File: src/rtl/bitnet_pkg.sv
// Shared definitions for the up3 ternary-fanout learning block:
// the controller state encoding and the output-width helper.
package bitnet_pkg;

    typedef enum logic [2:0] {
        IDLE,
        FWD,
        FWD_DONE,
        BK_CALC,
        BK_UPDATE,
        BK_DONE
    } state_t;

    // Each input neuron fans out to three output neurons.
    function automatic int out_n(input int n);
        return 3 * n;
    endfunction

endpackage

File: src/rtl/unit1to3.sv
// One input neuron and its three output weights. Provides the forward XOR,
// the backward majority vote and the per-weight flip update.
module unit1to3 (
    input  logic       clk,
    input  logic       rst_n,
    input  logic       flip_en,
    input  logic [2:0] flip_mask,
    input  logic       fin_bit,
    input  logic [2:0] bin_grp,
    output logic [2:0] w,
    output logic [2:0] fwd,
    output logic       maj
);

    logic [2:0] bk_bits;

    // Weight register: flips the masked bits when an update is enabled.
    always_ff @(posedge clk or negedge rst_n) begin
        // NOTE: weights are few flops, not a RAM, so they take the async reset
        // like any other state; sequential state is always assigned with <=.
        if (!rst_n) begin
            w <= '0;
        end else if (flip_en) begin
            w <= w ^ flip_mask;
        end
    end

    assign fwd     = {3{fin_bit}} ^ w;
    assign bk_bits = bin_grp ^ w;
    assign maj     = (bk_bits[0] & bk_bits[1]) |
                     (bk_bits[0] & bk_bits[2]) |
                     (bk_bits[1] & bk_bits[2]);

endmodule

File: src/rtl/up3.sv
// up3: N input neurons, 3*N binary weights. Forward pass XORs inputs into
// the weights; backward pass votes per input, counts output mismatches and
// flips mismatched weights when the oscillator enables the update.
module up3
    import bitnet_pkg::*;
#(
    parameter  int N     = 9,
    localparam int OUT_N = out_n(N),
    localparam int ERR_W = $clog2(OUT_N + 1)
) (
    input  logic             clk_in,
    input  logic             rst_in,
    input  logic             oscillator,
    input  logic             fd_prop,
    input  logic             bk_prop,
    input  logic [N-1:0]     fin,
    input  logic [OUT_N-1:0] bin,
    output logic             fd_prop_done,
    output logic             bk_prop_done,
    output logic [OUT_N-1:0] fout,
    output logic [N-1:0]     bout,
    output logic [OUT_N-1:0] control_out,
    output logic [ERR_W-1:0] err_count
);

    state_t             state;
    logic [N-1:0]       fin_q;
    logic [OUT_N-1:0]   bin_q;
    logic [OUT_N-1:0]   weights;
    logic [OUT_N-1:0]   fwd_vec;
    logic [OUT_N-1:0]   diff;
    logic [N-1:0]       maj_vec;
    logic [ERR_W-1:0]   mism;
    logic               upd_en;

    assign diff        = bin_q ^ fout;
    assign upd_en      = (state == BK_UPDATE) && oscillator;
    assign control_out = weights;

    for (genvar i = 0; i < N; i++) begin : g_unit
        unit1to3 u_unit (
            .clk       (clk_in),
            .rst_n     (rst_in),
            .flip_en   (upd_en),
            .flip_mask (diff[3*i +: 3]),
            .fin_bit   (fin_q[i]),
            .bin_grp   (bin_q[3*i +: 3]),
            .w         (weights[3*i +: 3]),
            .fwd       (fwd_vec[3*i +: 3]),
            .maj       (maj_vec[i])
        );
    end

    // Mismatch popcount between the captured target and the current fout.
    always_comb begin
        mism = '0;
        for (int j = 0; j < OUT_N; j++) begin
            mism = mism + ERR_W'(diff[j]);
        end
    end

    // Pass controller with registered results and done pulses.
    always_ff @(posedge clk_in or negedge rst_in) begin
        if (!rst_in) begin
            state        <= IDLE;
            fin_q        <= '0;
            bin_q        <= '0;
            fout         <= '0;
            bout         <= '0;
            err_count    <= '0;
            fd_prop_done <= 1'b0;
            bk_prop_done <= 1'b0;
        end else begin
            case (state)
                IDLE: begin
                    // Forward has priority; a simultaneous bk_prop is dropped.
                    if (fd_prop) begin
                        fin_q <= fin;
                        state <= FWD;
                    end else if (bk_prop) begin
                        bin_q <= bin;
                        state <= BK_CALC;
                    end
                end
                FWD: begin
                    fout         <= fwd_vec;
                    fd_prop_done <= 1'b1;
                    state        <= FWD_DONE;
                end
                FWD_DONE: begin
                    fd_prop_done <= 1'b0;
                    state        <= IDLE;
                end
                BK_CALC: begin
                    // Uses weights before this pass's update.
                    bout      <= maj_vec;
                    err_count <= mism;
                    state     <= BK_UPDATE;
                end
                BK_UPDATE: begin
                    // Weight flips happen in the units this cycle via upd_en.
                    bk_prop_done <= 1'b1;
                    state        <= BK_DONE;
                end
                BK_DONE: begin
                    bk_prop_done <= 1'b0;
                    state        <= IDLE;
                end
                default: begin
                    state <= IDLE;
                end
            endcase
        end
    end

endmodule

File: config.mk
export PLATFORM = sky130hd
export DESIGN_NAME = up3
export DESIGN_NICKNAME = d
export VERILOG_FILES = /design/src/rtl/bitnet_pkg.sv /design/src/rtl/unit1to3.sv /design/src/rtl/up3.sv
export SDC_FILE = /design/constraint.sdc
export NUM_CORES = 1
export LEC_CHECK = 0
export CORE_MARGIN = 8
export CORE_UTILIZATION = 52
export CTS_CLUSTER_DIAMETER = 30
export DETAILED_ROUTE_END_ITERATION = 10
export PLACE_DENSITY_LB_ADDON = 0.2
export SYNTH_ARGS = -nofsm -noshare
export SYNTH_HDL_FRONTEND = slang
export SYNTH_SLANG_ARGS = --single-unit
File: constraint.sdc
create_clock -name clk_in -period 6.25 [get_ports clk_in]
set_input_delay 1.875 -clock clk_in [delete_from_list [all_inputs] [get_ports clk_in]]
set_output_delay 1.875 -clock clk_in [all_outputs]
set_load 0.1 [all_outputs]
==> results, run 1 <==
- The run finished with clean final reports.
- The class of the most critical hold timing path is flip-flop to flip-flop.
- The global route total overflow is 0.
- Ranked by instance count, the synthesized netlist is headed by sky130_fd_sc_hd__dfrtp_1 (109), sky130_fd_sc_hd__xnor2_1 (67), sky130_fd_sc_hd__a21oi_1 (47), sky130_fd_sc_hd__xor2_1 (42), sky130_fd_sc_hd__nor2_1 (39).
- The via count is 3670.
- For the final database, setup skew stands at 0.00827 ns.
- The clock tree from TritonCTS is yes.
- The global placer's final weighted congestion is 0.799.
- Along the worst path, the maximum fanout reaches 3.
- STA classifies the critical path startpoint as a flip-flop.
- The number of buffers and inverters on the critical path is 5.
- In the routed design, unresolved DRC markers number 0.
- The post-detailed-routing wire length is 13000 µm.
- For the pin with the worst max-slew slack, the measured transition is 1.02 ns.
- The number of global-route vias before repair was 4079.
- Dividing the final minimum period by the clock period gives 0.851.
- The most frequent cell after synthesis is sky130_fd_sc_hd__dfrtp_1.
- The largest buffer count on any clock path is 2.
- The critical path's top delay family is adder cells.
- The count of buffers inserted at the top-level ports is 110.
- Once layout is complete, the utilization of the core stands at 0.669.
- The instance area after placement is 0.00673 mm².
- The first detailed-routing pass ran for 4 iterations.
- The flip-flop cell with the highest count after synthesis is sky130_fd_sc_hd__dfrtp_1.
- The number of setup buffers added after CTS is 0.
- The number of buffers inserted during clock tree synthesis is 9.
- Synthesis produced 474 cells.
- Max-cap violations in this run came to 0.
- Entering global routing, the biggest net connects 57 pins.
- The top routing layer in use is met4.
- The endpoint class of the critical path is a flip-flop.
- The worst pin sits at a relative slew slack of 0.315.
- The sum of negative setup slack is 0 ns.
- The post-CTS clock slew at the launch and capture registers of the worst setup and hold paths is 0.10 ns.
- The first-iteration detailed-routing DRC count is 180.
- The cell type of the slowest stage on the worst timing path is sky130_fd_sc_hd__fa_1.
- CTS placed an instance of sky130_fd_sc_hd__clkbuf_8 at the clock tree root.
- After routing the design area is 0.00694 mm².
- The net count of the finished layout is 650.
- The number of sinks on the clock net is 109.
- The post-cts gate resize count is 0.
- After synthesis, the cell types taking the most area are sky130_fd_sc_hd__dfrtp_1 (49%), sky130_fd_sc_hd__xnor2_1 (11%), sky130_fd_sc_hd__mux2_2 (7.3%).
- For this run, asynchronously set or reset flops after synthesis account for 1.00.
- The number of flip-flops and latches in the synthesized netlist is 109.
- The Yosys step of the flow raised 0 warnings.
- The total routing resource utilization after global routing is 0.189.
- For this configuration, the core starts out at a cell density of 0.536.
- The post-detailed-route wirelength per cell is 17.9 µm.
- The critical path goes through xor2_1 -> fa_1 -> inv_1 -> fa_1 -> inv_1 -> fa_1 -> fa_1 -> inv_1 -> fa_1 -> fa_1 -> inv_1 -> fa_1 -> inv_1 -> fa_1 -> nand2b_1 -> a2111o_1 -> o211ai_1.
- The wire length on met2 is 6650 µm.
- The number of different library cells in the post-synthesis netlist is 33.
- The worst path needs 5.32 ns of the cycle, external delays included.
- At the later pin of the worst-skew pair, clock insertion delay measures 0.37 ns.
- The H-tree was split into 3 levels.
- Of the cells placed in the final design, the portion with a size suffix greater than 1 is 0.101.
- Setup violations remaining at the end of the flow were counted as 0.
- The wire length of the first global-routing pass is 21400 µm.
- Pin placement for this block handled 111 I/O pins.
- In this design, the stage delay of the slowest critical-path cell is 0.56 ns.
- The total count of max-transition violations in the final report was 0.
- Using the TritonRoute via totals, the vias-per-cell ratio works out to 5.08.
- The number of synthesized flops with an enable pin is 0.
- The placeable core region is 0.0104 mm².
- The worst setup path is of the flip-flop to flip-flop kind.
- Summing every instance area after synthesis gives 0.00555 mm².
- Including well taps, the total number of placed cells is 707.
- The fraction of the yosys area taken by sequential cells is 0.491.
- The number of buffers inserted by hold repair at cts is 0.
- The floorplan step set the die width to 119 µm.
- The number of antenna violations at the first check in global routing is 0.
- The number of hold violations in the final report is 0.
- The critical path data arrival time is 5.61 ns.
- The number of nets handed over by synthesis was 542.
- STA puts the critical path data required time at 6.54 ns.
- The maximum clock rate is 188 MHz.
- The die covers 0.0142 mm².
- The routed wire length on met3 is 565 µm.
- The cell occurring most often along the worst timing path is sky130_fd_sc_hd__fa_1.
- The number of cell rows is 37.
- Setup repair after global routing left no endpoint under its margin.
- The filler cell count is 830.
- A synthesized cell averages 11.7 µm².
- The final antenna diode count is 0.
- The met1 wire length is 5580 µm.
- The post-synthesis to final-layout area growth is 24.9%.
- The share of synthesized area in the top cell type comes to 0.491.
- The vertical die dimension is 119 µm.
- In this run the remaining antenna-violating nets after routing total 0.
- For this run, the number of standard cells in the final layout without fillers is 722.
- sky130_fd_sc_hd__dfrtp_1 takes more of the synthesized area than any other cell.
- The HPWL after detailed placement is 9550 µm.
## cells by family (layout without fill, tap and decap cells)
family,Yosys count,in the layout,synth area share
AO/OA/AOI/OAI,65,65,0.0613
flip-flops,109,109,0.491
multiplexers,36,36,0.0730
AND/OR/NAND/NOR,92,92,0.0802
adder cells (fa/ha/maj),27,27,0.0865
XOR/XNOR,109,109,0.172
buffers and inverters,36,148,0.0360
## area by class of cell
class | instances | area [µm²] | area share
multi-input combinational | 329 | 2630 | 0.379
timing repair buffer | 113 | 1120 | 0.162
tap | 136 | 170 | 0.0245
clock buffer | 11 | 141 | 0.0204
clock inverter | 4 | 72.6 | 0.0105
inverter | 20 | 75.1 | 0.0108
sequential | 109 | 2730 | 0.393
## worst reg2reg max path, delay by kind of cell (launching register included)
family | cells | cell delay [ns]
AOI/OAI and AO/OA | 2 | 0.45
adders and majority gates | 8 | 3.69
and+or+nand+nor | 1 | 0.19
buffers and inverters | 5 | 0.32
DFF | 1 | 0.41
xor gates and xnor gates | 1 | 0.20
## worst paths after layout
check,endpoint,depth (start not counted),startpoint,slack [ns]
setup / recovery,err_count[4],17,fout[11],0.93
hold / removal,err_count[1],2,err_count[1],0.50
setup reg to reg,err_count[4],17,fout[11],0.93
hold reg to reg,err_count[1],2,err_count[1],0.50
max in group asynchronous,bin_q[23],2,rst_in,3.54
min in group asynchronous,bin_q[20],1,rst_in,1.54
## cells in the final DEF (no fill, tap or decap), drive strengths merged, types with 11 or more instances in the layout
| cell | Yosys | final |
|---|---|---|
| a21oi | 47 | 47 |
| clkbuf | 1 | 11 |
| clkdlybuf4s50 | 0 | 109 |
| dfrtp | 109 | 109 |
| fa | 19 | 19 |
| inv | 20 | 20 |
| mux2 | 36 | 36 |
| nand2 | 26 | 26 |
| nor2 | 39 | 39 |
| o21ai | 14 | 14 |
| xnor2 | 67 | 67 |
| xor2 | 42 | 42 |
## metrics by stage
step                setup slack [ns]  hold slack, ns
finish                         0.928           0.504
global route                   0.689           0.555
CTS                            0.893           0.510
detailed placement             0.932           0.477
global placement                1.07           0.478
floorplan                      0.583           0.533
## state kept, by name (all words and copies together), names as in the netlist, 3 cells and up
name and flops:
fin_q 9, fout 27, g_unit.u_unit.w 27, err_count 5, bin_q 27, state 3, bout 9
## layer usage
| layer | vias to the layer above | global-route usage |
|---|---|---|
| li1 | 1747 | - |
| met1 | 1839 | 0.229 |
| met5 | - | 0 |
| met3 | 11 | 0.0458 |
| met2 | 73 | 0.328 |
| met4 | 0 | 0.0531 |
Power of run 1 is left out: the tool's default activity adds up to more than one toggle a clock period on the data nets, which glitch-free logic cannot reach.
==> run 2: changes to the inputs <==
Settings changed: CAP_MARGIN from default to 20, HOLD_SLACK_MARGIN from default to 0.02.
Clock period 6.25 ns to 5.7 ns, I/O delays scaled along.
==> run 2 against run 1 <==
Compared with the run above: die area stayed put; setup slack worse by 0.57 ns; clock skew is 0.0064 ns higher; register-to-register slack worse by 0.57 ns.
==> results, run 2 (synthesis results as in run 1) <==
- The flow ran to the end, and the final reports show no timing, DRC or antenna violations.
- The die footprint is 0.0142 mm² (unchanged).
- The half-perimeter wire length after detailed placement came to 9460 µm (-0.92%).
- The number of antenna violations at the first check in global routing is 0 (unchanged).
- The global route total overflow is 0 (unchanged).
- The clock period minus worst slack is 5.34 ns (+0.0181 ns).
- The post-CTS clock slew at the launch and capture registers of the worst setup and hold paths is 0.10 ns (about the same).
- The number of sinks on the clock net is 109 (unchanged).
- The global-route track usage on met1 is 0.230 (+0.00155).
- The wire length of the first global-routing pass is 21600 µm (+0.97%).
- The met2 usage in global routing is 0.323 (-0.00457).
- The number of hold violations in the final report is 0 (unchanged).
- The met3 capacity usage during global routing is 0.0538 (+0.00803).
- The vertical die dimension was 119 µm (unchanged).
- The critical path required time is 6.00 ns (-0.54 ns).
- The number of nets at the end of the flow is 651 (+0.15%).
- The largest registers in the layout are bin_q x27, fout x27, g_unit.u_unit.w x27.
- The detail-routed via count per cell is 5.10 (+0.27%).
- The number of buffers inserted by hold repair at cts is 0 (unchanged).
- The worst hold path begins at err_count[1].
- The post-synthesis to final-layout area growth is 25.5%.
- The post-cts gate resize count was 0 (unchanged).
- The fraction of final layout cells sized beyond drive strength 1 is 0.102 (+0.00171).
- The remaining number of nets flagged by the antenna check after routing is 0 (unchanged).
- The headroom to the max-slew limit came to 0.313 (-0.00189).
- The final antenna diode count is 0 (unchanged).
- The number of global-route vias before repair is 4131 (+1.3%).
- After global routing, the most crowded layer is met2.
- In the layout the commonest cells are sky130_fd_sc_hd__dfrtp_1 (109), sky130_fd_sc_hd__clkdlybuf4s50_1 (109), sky130_fd_sc_hd__xnor2_1 (67), sky130_fd_sc_hd__a21oi_1 (47), sky130_fd_sc_hd__xor2_1 (42).
- The critical path data arrival time came to 5.64 ns (+0.03 ns).
- The final core utilization is 0.672 (+0.00277).
- The initial core utilization came to 0.536 (unchanged).
- The sum of negative setup slack came to 0 ns (unchanged).
- The critical path start-end classification is flip-flop to flip-flop.
- The post-detailed-route wirelength per cell was 17.7 µm (-1.1%).
- The post-route clock period utilization came to 0.937 (+0.0853).
- The filler cell count was 811 (-2.3%).
- Tracing the worst setup path back leads to its startpoint at fout[11].
- The number of buffers inserted during clock tree synthesis is 9 (unchanged).
- The clock skew came to 0.0147 ns (+0.00638 ns).
- The DRC violation count after routing is 0 (unchanged).
- The total count of max-transition violations in the final report is 0 (unchanged).
- The maximum number of pins on one net before global-route repair came to 58 (+1.8%).
- The largest buffer count on any clock path is 2 (unchanged).
- The worst setup path is captured at a flip-flop.
- The worst setup slack after layout is 0.360 ns (-0.568 ns).
- The chip width came to 119 µm (unchanged).
- The number of cell rows is 37 (unchanged).
- The count of buffers inserted at the top-level ports came to 110 (unchanged).
- The largest driver fanout on the critical path is 3 (unchanged).
- The setup fix buffers added after clock tree synthesis is 0 (unchanged).
- The total routing resource utilization after global routing is 0.190 (+0.00187).
- The clock latency on the worst-skew pair was 0.37 ns (about the same).
- The cell chosen for the clock root is sky130_fd_sc_hd__clkbuf_8.
- The global placer's final weighted congestion is 0.783 (-2.1%).
- The origin of the critical flop-to-flop path is fout[11].
- The via count is 3680 (+0.27%).
- Setup repair after global routing left no endpoint under its margin.
- The first-pass detailed-route iteration total is 4 (unchanged).
- The final count of negative-setup-slack endpoints is 0 (unchanged).
- The maximum clock rate came to 187 MHz (-0.34%).
- The actual transition at the worst max-transition pin is 1.03 ns (+0.00282 ns).
- The max capacitance violation total is 0 (unchanged).
- The post-placement setup slack is 0.370 ns (-0.562 ns).
- TritonCTS built the clock tree.
- The class of the most critical hold timing path is flip-flop to flip-flop.
- The first-iteration detailed-routing DRC count is 153 (-15%).
- The number of top-level design ports is 111 (unchanged).
- STA classifies the critical path startpoint as a flip-flop.
- The placeable core region is 0.0104 mm² (unchanged).
- The post-detailed-routing wire length is 12800 µm (-1.1%).
- The maximum level of the CTS H-tree came to 3 (unchanged).
## run 2: cell count changes in the layout (fill, tap and decap cells not counted), sizes merged
cell / before / now
bufinv: 2 / 3
clkinv: 1 / 0
clkbuf: 11 / 10
buf: 4 / 5
## run 2: area by class of cell
class | instances | area [µm²] | share of cell area
Sequential cell | 109 | 2730 | 0.391
Multi-Input combinational cell | 329 | 2630 | 0.378
Timing Repair Buffer | 114 | 1130 | 0.162
Tap cell | 136 | 170 | 0.0244
Clock buffer | 10 | 138 | 0.0198
Clock inverter | 4 | 97.6 | 0.0140
Inverter | 20 | 75.1 | 0.0108
## run 2: metal layers
| metal | vias to the layer above | wire, µm |
|---|---|---|
| met5 | - | 0 |
| met4 | 0 | 171 |
| met3 | 11 | 596 |
| met2 | 78 | 6530 |
| met1 | 1846 | 5510 |
| li1 | 1745 | - |
## run 2: per-stage QoR
step / hold WS (ns) / instances / cell area [µm²]
2_1_floorplan: 0.533 / 474 / 5550
3_3_place_gp: 0.474 / 708 / 6730
3_5_place_dp: 0.475 / 708 / 6730
4_1_cts: 0.503 / 722 / 6970
5_1_grt: 0.546 / 722 / 6970
6_report: 0.497 / 722 / 6970
## run 2: critical path, stage by stage (launching register included)
cell	delay (ns)
sky130_fd_sc_hd__dfrtp_1	0.41
sky130_fd_sc_hd__xor2_1	0.20
sky130_fd_sc_hd__fa_1	0.57
sky130_fd_sc_hd__inv_1	0.06
sky130_fd_sc_hd__fa_1	0.50
sky130_fd_sc_hd__inv_1	0.05
sky130_fd_sc_hd__fa_1	0.48
sky130_fd_sc_hd__fa_1	0.55
sky130_fd_sc_hd__inv_1	0.05
sky130_fd_sc_hd__fa_1	0.52
sky130_fd_sc_hd__fa_1	0.48
sky130_fd_sc_hd__inv_1	0.10
sky130_fd_sc_hd__fa_1	0.20
sky130_fd_sc_hd__inv_1	0.06
sky130_fd_sc_hd__fa_1	0.41
sky130_fd_sc_hd__nand2b_1	0.19
sky130_fd_sc_hd__a2111o_1	0.36
sky130_fd_sc_hd__o211ai_1	0.08
## run 2: final timing paths
| path | to | slack, ns | cells past startpoint |
|---|---|---|---|
| worst max-delay path | err_count[4] | 0.36 | 17 |
| worst min-delay path | err_count[1] | 0.50 | 2 |
| worst max register to register | err_count[4] | 0.36 | 17 |
| worst min register to register | err_count[1] | 0.50 | 2 |
| max in group asynchronous | g_unit[1].u_unit.w[1] | 3.75 | 2 |
| min in group asynchronous | fout[19] | 1.45 | 2 |
Power of run 2 is left out for the same reason.
